<file path="src/rtl/fifo_uart_packetizer.sv">
// Pops 24-bit FIFO words and sends each as a UART 8N1 packet: sync, seq, 3 data bytes MSB first.
// Defining PKT_CHECKSUM_EN appends an XOR checksum byte; word-in-IDLE to start bit is 3 cycles.
module fifo_uart_packetizer #(
  parameter int unsigned CLK_DIV    = 4,
  parameter int unsigned DATA_WIDTH = 24,
  parameter logic [7:0]  SYNC_BYTE  = 8'hA5
) (
  input  logic                  clk,
  input  logic                  rst,
  input  logic                  enable,
  input  logic [DATA_WIDTH-1:0] fifo_data_out,
  input  logic                  fifo_empty,
  output logic                  fifo_rd_en,
  output logic                  uart_tx,
  output logic                  busy,
  output logic                  pkt_sent,
  output logic [7:0]            seq
);

`ifdef PKT_CHECKSUM_EN
  localparam int NBYTES = 6;
`else
  localparam int NBYTES = 5;
`endif
  localparam logic [15:0] DIV_LAST  = 16'(CLK_DIV - 1);
  localparam logic [2:0]  BYTE_LAST = 3'(NBYTES - 1);

  typedef enum logic [2:0] {S_IDLE, S_POP, S_LATCH, S_SEND, S_DONE} state_t;

  state_t                r_state;
  logic [15:0]           r_div;
  logic [3:0]            r_bit;
  logic [2:0]            r_byte;
  logic [DATA_WIDTH-1:0] r_word;
  logic [7:0]            r_pkt_seq;
  logic [7:0]            r_seq;
  logic                  r_tx;
  logic                  r_rd_en;
  logic                  r_busy;
  logic                  r_sent;

  state_t      w_state_nxt;
  logic [15:0] w_div_nxt;
  logic [3:0]  w_bit_nxt;
  logic [2:0]  w_byte_nxt;
  logic [7:0]  w_byte_val;
  logic [9:0]  w_frame;
  logic        w_tx_nxt;
  logic        w_start;

  assign w_start = enable && !fifo_empty;

  always_comb begin
    w_state_nxt = r_state;
    w_div_nxt   = r_div;
    w_bit_nxt   = r_bit;
    w_byte_nxt  = r_byte;
    case (r_state)
      S_IDLE:  if (w_start) w_state_nxt = S_POP;
      S_POP:   w_state_nxt = S_LATCH;
      S_LATCH: begin
        w_state_nxt = S_SEND;
        w_div_nxt   = '0;
        w_bit_nxt   = '0;
        w_byte_nxt  = '0;
      end
      S_SEND: begin
        if (r_div == DIV_LAST) begin
          w_div_nxt = '0;
          if (r_bit == 4'd9) begin
            w_bit_nxt = '0;
            if (r_byte == BYTE_LAST) begin
              w_byte_nxt  = '0;
              w_state_nxt = S_DONE;
            end else begin
              w_byte_nxt = r_byte + 3'd1;
            end
          end else begin
            w_bit_nxt = r_bit + 4'd1;
          end
        end else begin
          w_div_nxt = r_div + 16'd1;
        end
      end
      // DONE doubles as the idle decision cycle so back-to-back packets leave only 3 idle-high cycles
      S_DONE:  w_state_nxt = w_start ? S_POP : S_IDLE;
      default: w_state_nxt = S_IDLE;
    endcase
  end

`ifdef PKT_CHECKSUM_EN
  logic [7:0] w_csum;
  assign w_csum = SYNC_BYTE ^ r_pkt_seq ^ r_word[23:16] ^ r_word[15:8] ^ r_word[7:0];
`endif

  always_comb begin
    w_byte_val = SYNC_BYTE;
    case (w_byte_nxt)
      3'd0:    w_byte_val = SYNC_BYTE;
      3'd1:    w_byte_val = r_pkt_seq;
      3'd2:    w_byte_val = r_word[23:16];
      3'd3:    w_byte_val = r_word[15:8];
      3'd4:    w_byte_val = r_word[7:0];
`ifdef PKT_CHECKSUM_EN
      3'd5:    w_byte_val = w_csum;
`endif
      default: w_byte_val = SYNC_BYTE;
    endcase
  end

  // uart_tx is registered: drive next cycle's frame bit so the line never glitches
  assign w_frame  = {1'b1, w_byte_val, 1'b0};
  assign w_tx_nxt = (w_state_nxt == S_SEND) ? w_frame[w_bit_nxt] : 1'b1;

  always_ff @(posedge clk) begin
    if (rst) r_state <= S_IDLE;
    else     r_state <= w_state_nxt;
  end

  always_ff @(posedge clk) begin
    if (rst) begin
      r_div     <= '0;
      r_bit     <= '0;
      r_byte    <= '0;
      r_word    <= '0;
      r_pkt_seq <= '0;
      r_seq     <= '0;
      r_tx      <= 1'b1;
      r_rd_en   <= 1'b0;
      r_busy    <= 1'b0;
      r_sent    <= 1'b0;
    end else begin
      r_div   <= w_div_nxt;
      r_bit   <= w_bit_nxt;
      r_byte  <= w_byte_nxt;
      r_tx    <= w_tx_nxt;
      r_rd_en <= (w_state_nxt == S_POP);
      r_busy  <= (w_state_nxt == S_POP) || (w_state_nxt == S_LATCH) || (w_state_nxt == S_SEND);
      r_sent  <= (w_state_nxt == S_DONE);
      if (r_state == S_LATCH) begin
        r_word    <= fifo_data_out;
        r_pkt_seq <= r_seq;
      end
      if (w_state_nxt == S_DONE) r_seq <= r_seq + 8'd1;
    end
  end

  assign fifo_rd_en = r_rd_en;
  assign uart_tx    = r_tx;
  assign busy       = r_busy;
  assign pkt_sent   = r_sent;
  assign seq        = r_seq;

endmodule

</file>
<file path="config.mk">
export PLATFORM = sky130hd
export DESIGN_NAME = fifo_uart_packetizer
export DESIGN_NICKNAME = d
export VERILOG_FILES = /design/src/rtl/fifo_uart_packetizer.sv
export SDC_FILE = /design/constraint.sdc
export NUM_CORES = 1
export LEC_CHECK = 0
export ABC_AREA = 1
export CAP_MARGIN = 10
export CORE_ASPECT_RATIO = 0.6
export CORE_MARGIN = 2
export CORE_UTILIZATION = 38
export CTS_BUF_LIST = sky130_fd_sc_hd__clkbuf_4 sky130_fd_sc_hd__clkbuf_8
export CTS_CLUSTER_SIZE = 14
export DETAILED_ROUTE_END_ITERATION = 8
export PLACE_DENSITY_LB_ADDON = 0.08
export SLEW_MARGIN = 0
export SYNTH_ARGS = -nofsm -noshare
export SYNTH_HDL_FRONTEND = slang
export SYNTH_SLANG_ARGS = --single-unit
</file>
<file path="constraint.sdc">
create_clock -name clk -period 4.6 [get_ports clk]
set_clock_uncertainty 0.1 [all_clocks]
set_input_delay 0.92 -clock clk [delete_from_list [all_inputs] [get_ports clk]]
set_output_delay 0.92 -clock clk [all_outputs]
set_load 0.05 [all_outputs]
</file>
==> flow_summary.json, run 1 <==
{
  "critPathMaxFanout": 33,
  "syn_nets": 568,
  "synth_cell_types": 41,
  "ys_seq_area_share_pct": 36.96,
  "cts.sinks": 70,
  "wire_per_inst_um": 14.15,
  "grt_pass1_wl_um": 16430,
  "layout.cells.non_filler": 709,
  "fin_util_pct": 45.56,
  "busiest_layer": "met1",
  "coreArea_um2": 9774,
  "setup.worst_path.start_class": "flip-flop",
  "timing.setup.tns_ps": 0,
  "ys.flop_type": "dfxtp_1",
  "total_power_mw": 1.262,
  "tightestPinTransition_ps": 616.1,
  "use_met1_pct": 31.73,
  "synth_warnings": 0,
  "fp.dieW_um": 133.0,
  "clock_latency_ps": 370,
  "max_freq_mhz": 359.7,
  "io_buffers": 39,
  "fin_nets": 603,
  "area_growth_syn_to_layout_pct": 17.46,
  "slew_violations": 0,
  "drt_iter0_markers": 232,
  "hold_violations": 0,
  "cts_tree": "built",
  "mostFrequentLayoutCell": "nand2_1",
  "drt_first_pass_iters": 5,
  "relSlewSlack_pct": 58.49,
  "cts_buffer_depth": 2,
  "postCtsResizedCells": 0,
  "fin_crit_sh_pct": 60.43,
  "post-place-ws_ps": 1748,
  "synth_edf_count": 0,
  "place_area_um2": 4272,
  "grt_antenna_before_repair": 0,
  "cts_setup_buffers": 0,
  "crit_type": "flip-flop to flip-flop",
  "clkSlewWorstSetupHoldPaths_ps": 80,
  "cts-root-buf": "clkbuf_8",
  "cts_buffers": 9,
  "diodes": 0,
  "final_antenna_net_count": 0,
  "gr-usage-met3_pct": 5.680,
  "synth-seq-cells": 70,
  "synth_area_um2": 3791,
  "rsz0062_at_grt": "false",
  "ys_async_sr_fraction_pct": 0,
  "drv_cap": 0,
  "crit_path_end_kind": "flip-flop",
  "gr-total-overflow": 0,
  "row_count": 28,
  "cts-hold-fix-buffers": 0,
  "met2_usage_pct": 23.83,
  "grt_max_degree": 48,
  "fin_hold_ws_ps": 373.0,
  "dpl.cell_count": 693,
  "cellPowerDensity_nw_per_um2": 283.4,
  "dp_hpwl_um": 7338,
  "ios": 40,
  "avgSynthCellArea_um2": 7.100,
  "start_util_pct": 38.79,
  "setup_viol": 0,
  "cp.required_ps": 4760,
  "hold_class": "flip-flop to flip-flop",
  "finalWirelength_um": 10030,
  "outcome": "complete, no violations",
  "place.gp.congestion": 0.9083,
  "globalRouteTotalUtil_pct": 19.70,
  "die_h_um": 81.37,
  "ir_worst_vdd_uv": 134.8,
  "fin_area_um2": 4453,
  "drc": 0,
  "power.leakage_nw": 1.698,
  "mostFrequentLayoutCells": "139 x nand2_1, 70 x dfxtp_1, 56 x nor2_1, 54 x a21oi_1, 47 x inv_1",
  "drive_gt1_share_pct": 11.85,
  "setup_slack_ps": 1820,
  "die_area_um2": 10820,
  "arrival_ps": 2940,
  "fill_cells": 987,
  "netlist_instances": 534,
  "via_per_inst": 4.993,
  "final.min_clock_period_ps": 2780,
  "vias": 3540,
  "grt_pass1_vias": 3107,
  "htreeDepth": 3
}
-- cell families (layout without fill, tap and decap cells) --
kind of cell,count (synthesis),after routing,share of synthesized area (%)
adders and majority gates,6,6,1.980
buffers and inverters,73,113,8.118
and+or+nand+nor,284,284,37.95
DFF,70,70,36.96
AOI/OAI and AO/OA,96,96,13.83
xor gates and xnor gates,5,5,1.155
-- state kept, by name (all words and copies together), names as in the netlist --
name	cells
r_bit	4
r_pkt_seq	8
fifo_rd_en	1
seq	8
pkt_sent	1
uart_tx	1
r_byte	3
busy	1
r_word	24
r_state	3
r_div	16
-- cell type report --
class,instances,area (um^2),share of cell area [%]
repair buffers,41,405.4,9.104
inverters,56,214.0,4.805
flip-flops and latches,70,1401,31.47
clock inverters,7,57.56,1.292
well taps,135,168.9,3.793
clock buffers,9,123.9,2.782
multi-input cells,391,2082,46.75
-- critical path: stages (launching register included) --
cell	delay [ps]
dfxtp_1	340
inv_2	60
nand2_2	280
clkinv_2	210
nand2_2	510
o31ai_1	180
nand2_2	130
nand2_4	140
nand3_1	130
nand2_1	60
o21ai_1	200
nand2_1	90
nand2_1	60
nand3_1	60
nand3_1	70
nand2_1	50
-- cell usage after synthesis (5+ instances only) --
library cell	count	share of area, %
a21oi_1	54	7.1
inv_1	47	4.7
o21ai_0	25	3.3
nor2_4	9	2.7
inv_2	6	0.59
nor2_2	5	0.83
nand3_1	25	3.3
nand2_1	139	14
nand4_1	12	2.0
ha_1	6	2.0
clkbuf_1	12	1.2
nand2_2	11	1.8
dfxtp_1	70	37
nor3_1	9	1.2
nor2_1	56	5.5
-- layer usage --
metal | up-vias | share of wire (%)
met2 | 100 | 34
met3 | 10 | 7.3
met4 | 0 | 1.1
met1 | 1619 | 57
li1 | 1811 | -
met5 | - | 0
-- where the power goes --
| part | total (mW) | switching [mW] | internal (mW) |
|---|---|---|---|
| combinational | 0.138 | 0.0876 | 0.0504 |
| sequential | 0.652 | 0.0186 | 0.634 |
| clock | 0.472 | 0.269 | 0.203 |
-- final timing paths --
path              start          to  slack (ps)  cells after the start
max          r_state[2]     uart_tx        1820                     15
min          r_word[17]  r_word[17]         370                      2
max reg2reg  r_state[2]     uart_tx        1820                     15
min reg2reg  r_word[17]  r_word[17]         370                      2
(Power assumes the default switching activity.)
==> run 2: changes to the inputs <==
- clock period: 4.6 -> 2.7 ns (I/O delays scaled with it)
==> run 2 against run 1 <==
Design area is 2.3% higher. Sequential share of layout area is 0.72 points lower. Die area stayed put. Clock power is 120% higher. Combinational power is 79% higher. Largest cell class unchanged. Highest routed layer unchanged.
==> flow_summary.json, run 2 (synthesis gave the netlist of run 1 again) <==
{
  "cts-root-buf": "clkbuf_8",
  "grt_antenna_before_repair": 0,
  "timing.setup.tns_ps": 0,
  "die_area_um2": 10820,
  "tightestPinTransition_ps": 515.1,
  "die_h_um": 81.37,
  "coreArea_um2": 9774,
  "diodes": 0,
  "cts_buffer_depth": 2,
  "mostFrequentLayoutCells": "139 x nand2_1, 70 x dfxtp_1, 56 x nor2_1, 54 x a21oi_1, 47 x inv_1",
  "outcome": "complete, no violations",
  "row_count": 28,
  "drive_gt1_share_pct": 12.78,
  "cts_tree": "built",
  "finalWirelength_um": 10050,
  "drv_cap": 0,
  "drt_first_pass_iters": 4,
  "largest-register": "r_word",
  "hold_class": "flip-flop to flip-flop",
  "clock_latency_ps": 350,
  "cp_cell_sequence": "inv_1 -> ha_1 -> nand2_1 -> inv_1 -> o21ai_0 -> nand2_1 -> nand3_4 -> nand2_8 -> nand2_4 -> nor2_8 -> nand2_1 -> nand2_1 -> nor2_1 -> nand2_1 -> nand3_1 -> nand3_1 -> nand3_1 -> nand2_1",
  "largest_register_ff_count": 24,
  "start_util_pct": 38.79,
  "arrival_ps": 2560,
  "ir_worst_vdd_uv": 263.3,
  "setup.worst_path.start_class": "flip-flop",
  "mostFrequentLayoutCell": "nand2_1",
  "fin_crit_sh_pct": 89.46,
  "slew_violations": 0,
  "dp_hpwl_um": 7568,
  "r2r_cells": 18,
  "layout.cells.non_filler": 714,
  "htreeDepth": 3,
  "io_buffers": 39,
  "drc": 0,
  "gr-total-overflow": 0,
  "place.gp.congestion": 0.8728,
  "via_per_inst": 4.895,
  "crit_type": "flip-flop to flip-flop",
  "cts_buffers": 9,
  "relSlewSlack_pct": 65.30,
  "final.min_clock_period_ps": 2415,
  "clkSlewWorstSetupHoldPaths_ps": 80,
  "rr_endpoint": "uart_tx",
  "power.leakage_nw": 1.755,
  "final_antenna_net_count": 0,
  "dpl.cell_count": 698,
  "wire_per_inst_um": 14.07,
  "fp.dieW_um": 133.0,
  "cellPowerDensity_nw_per_um2": 520.6,
  "cp.required_ps": 2840,
  "top_regs": "r_word x24, r_div x16",
  "grt_pass1_wl_um": 16860,
  "crit_family": "simple AND/OR/NAND/NOR gates",
  "area_growth_syn_to_layout_pct": 20.20,
  "crit_end": "uart_tx",
  "ios": 40,
  "cp.depth": 18,
  "drt_iter0_markers": 284,
  "path_common_cell": "nand2_1",
  "crit_start": "r_byte[0]",
  "critPathMaxFanout": 13,
  "cts.sinks": 70,
  "max_freq_mhz": 414.0,
  "grt_pass1_vias": 3278,
  "cp_slowest_cell": "dfxtp_1",
  "globalRouteTotalUtil_pct": 19.99,
  "fin_nets": 608,
  "grt_max_degree": 35,
  "cts_setup_buffers": 0,
  "fill_cells": 976,
  "rsz0062_at_grt": "false",
  "hold_violations": 0,
  "r2r_start": "r_byte[0]",
  "crit_path_end_kind": "flip-flop",
  "setup_viol": 0,
  "path_buf_inv": 2,
  "slowest_delay_ps": 390,
  "reg2reg_slack_ps": 280,
  "vias": 3495
}
==> run 2: worst register-to-register path: cells and delay by family, from the launching register on <==
family                     cells  cell delay (ps)
AOI/OAI and AO/OA              1              160
adders and majority gates      1              230
buffers and inverters          2              200
DFF                            1              390
and+or+nand+nor               14             1210
==> run 2: timing repair <==
item	4_1_cts	5_1_grt
hold buffers	0	0
resized for setup	0	1
endpoints found under the setup margin	0	1
==> run 2: layout make-up <==
| cell class | instances | area [um^2] | area share (%) |
|---|---|---|---|
| Tap cell | 135 | 168.9 | 3.707 |
| Multi-Input combinational cell | 391 | 2087 | 45.80 |
| Timing Repair Buffer | 46 | 442.9 | 9.720 |
| Sequential cell | 70 | 1401 | 30.75 |
| Clock buffer | 12 | 165.2 | 3.624 |
| Clock inverter | 4 | 77.57 | 1.702 |
| Inverter | 56 | 214.0 | 4.695 |
==> run 2: metal layers <==
| metal | track usage, % | up-vias | share of wire [%] |
|---|---|---|---|
| li1 | - | 1819 | - |
| met1 | 32.62 | 1593 | 59 |
| met2 | 24.77 | 76 | 35 |
| met3 | 4.869 | 7 | 5.2 |
| met4 | 4.839 | 0 | 0.82 |
| met5 | 0 | - | 0 |
==> run 2: where the power goes <==
part           switching, mW  internal [mW]  total (mW)
Sequential            0.0297           1.08        1.11
Combinational          0.153         0.0943       0.247
Clock                  0.417          0.599        1.02
==> run 2: stage by stage <==
stage | hold slack, ps | utilization [%] | total power [mW] | setup slack, ps | cell area (um^2)
final | 367.9 | 46.62 | 2.372 | 284.5 | 4557
after global routing | 394.4 | 46.62 | 2.474 | 0.2942 | 4557
after CTS | 368.7 | 46.57 | 2.400 | 321.8 | 4552
after detailed placement | 356.6 | 44.09 | 1.382 | 346.1 | 4309
after global placement | 349.1 | 44.09 | 1.382 | 325.2 | 4309
after floorplan | 329.8 | - | 1.271 | 629.5 | 3791
==> run 2: how the worst min path moves through the flow <==
stage                       from      endpoint  slack, ps  depth (start not counted)
CTS                 r_pkt_seq[1]  r_pkt_seq[1]        370                          2
global route           r_word[0]     r_word[0]        390                          2
detailed placement  r_pkt_seq[1]  r_pkt_seq[1]        360                          2
finish                r_word[15]    r_word[15]        370                          2
global placement      r_word[19]    r_word[19]        350                          2
floorplan             r_word[15]    r_word[15]        330                          2
==> run 3: changes to the inputs <==
- HOLD_SLACK_MARGIN: unset -> 0.1
==> results of run 3 <==
Final layout, timing and power as in run 2 (identical DEF).
==> patch: new RTL, config.mk and constraints of run 2 <==
The 5 states of `state_t` get a one-hot encoding in 5 bits.
--- a/src/rtl/fifo_uart_packetizer.sv
+++ b/src/rtl/fifo_uart_packetizer.sv
@@ -25,7 +25,7 @@
   localparam logic [15:0] DIV_LAST  = 16'(CLK_DIV - 1);
   localparam logic [2:0]  BYTE_LAST = 3'(NBYTES - 1);
 
-  typedef enum logic [2:0] {S_IDLE, S_POP, S_LATCH, S_SEND, S_DONE} state_t;
+  typedef enum logic [4:0] {S_IDLE = 5'b00001, S_POP = 5'b00010, S_LATCH = 5'b00100, S_SEND = 5'b01000, S_DONE = 5'b10000} state_t;
 
   state_t                r_state;
   logic [15:0]           r_div;
Check against the original RTL: same outputs for any inputs over 10 cycles, from zero or initial values and one cycle with rst high; not proved beyond that.
==> patch against run 2 <==
- sequential cell count up 2
- non-clock buffer count fell by 1
- worst setup slack got worse by 0.025 ns
- worst hold slack worse by 0.010 ns
- utilization is 0.67 points lower
- cell area fell by 1.8%
- first-iteration DRC count decreased by 17%
- critical path depth fell by 5
- routed wire length fell by 6.3%
- maximum frequency decreased by 1.0%
- critical endpoint unchanged
- synthesized area shrank 0.56%
Power is not compared: it rests on default switching activity, and its combinational part moved more than twofold at a synthesized area within 25%.
==> patch: results <==
outcome:
  status: "finished clean"
layout:
  finalNetCount: 609
  drive_above_1_share_pct: 12.93
  instances_no_fill: 715
grt:
  grt_pass1_wl_um: 15480
  grt_pass1_vias: 3082
  grt.total_usage_pct: 18.44
  grt_max_degree: 45
critical_path:
  cp_max_fo: 19
  r2r_cells: 13
  slowest_delay_ns: 0.34
  r2r_start: "r_state[0]"
yosys:
  synth_area_leaders: "dfxtp_1, nand2_1, nor2_1"
  synthTopCellsByCount: "nand2_1, nor2_1, dfxtp_1"
  ys_types: 42
  syn_nets: 571
  syn_inst: 537
  seq_area_frac_synth_pct: 38.23
placement:
  dp_hpwl_um: 6953
  gp_congestion: 0.8557
  postPlaceCellArea_um2: 4277
  preCtsSetupSlack_ns: 0.2279
  placed_cells: 699
worst_hold_path:
  worstHoldStart: "r_word[5]"
sta:
  whs_ns: 0.3579
routing:
  drt_iter0_drc: 237
  routed_wl_um: 9411
  drt_first_pass_iters: 5
==> patch: worst register-to-register path, cell delays in order, from the launching register on <==
cell	delay, ns
dfxtp_1	0.34
nor2_2	0.12
nand2_2	0.12
inv_2	0.10
o21ai_4	0.16
inv_1	0.28
nand2_1	0.20
a32oi_1	0.33
inv_1	0.17
a21oi_1	0.15
nand3_1	0.10
nand3_1	0.08
nand3_1	0.07
nand2_1	0.06
==> patch: per-stage QoR <==
| stage | util [%] | power, W |
|---|---|---|
| floorplan | - | 0.001142 |
| global placement | 43.91 | 0.001196 |
| detailed placement | 43.91 | 0.001197 |
| CTS | 45.84 | 0.002006 |
| global route | 45.95 | 0.002060 |
| finish | 45.95 | 0.001976 |
==> patch: power by group <==
group	switching [W]	total, W	internal, W
Sequential	0.00000346	0.00107	0.00107
Clock	0.000410	0.000804	0.000394
Combinational	0.0000499	0.000101	0.0000512
Total	0.000464	0.00198	0.00151
==> patch: metal layers <==
metal | vias up | track usage [%]
li1 | 1813 | -
met1 | 1569 | 28.92
met4 | 0 | 5.054
met3 | 4 | 4.744
met2 | 71 | 24.04
met5 | - | 0
==> patch: cell families (layout without fill, tap and decap cells) <==
family / count (synthesis) / count (layout) / share of synthesized area [%]
fa+ha+maj: 6 / 6 / 1.991
xor+xnor: 3 / 3 / 0.6971
flops: 72 / 72 / 38.23
buf+inv: 78 / 121 / 8.563
simple gates: 282 / 282 / 36.18
compound gates: 96 / 96 / 14.34
==> patch: final cells by class <==
class	count	area, um^2
clock buffers	12	158.9
clock inverters	4	28.78
fillers	1053	5264
inverters	60	225.2
multi-input cells	387	2016
flip-flops and latches	72	1443
well taps	135	168.9
repair buffers	45	435.4
==> patch: what timing repair did <==
action                     4_1_cts  5_1_grt
gates resized for setup          0        3
setup buffers                    0        0
setup endpoints to repair        0        1
==> patch: worst max path at each step <==
stage                     startpoint  endpoint  slack (ns)  cells after the start
final                     r_state[0]   uart_tx        0.26                     13
after detailed placement    r_div[0]   uart_tx        0.23                     16
after global routing      r_state[1]   uart_tx        0.02                     13
after floorplan             r_bit[0]   uart_tx        0.59                     18
after CTS                   r_div[0]   uart_tx        0.22                     16
after global placement    r_state[1]   uart_tx        0.27                     13
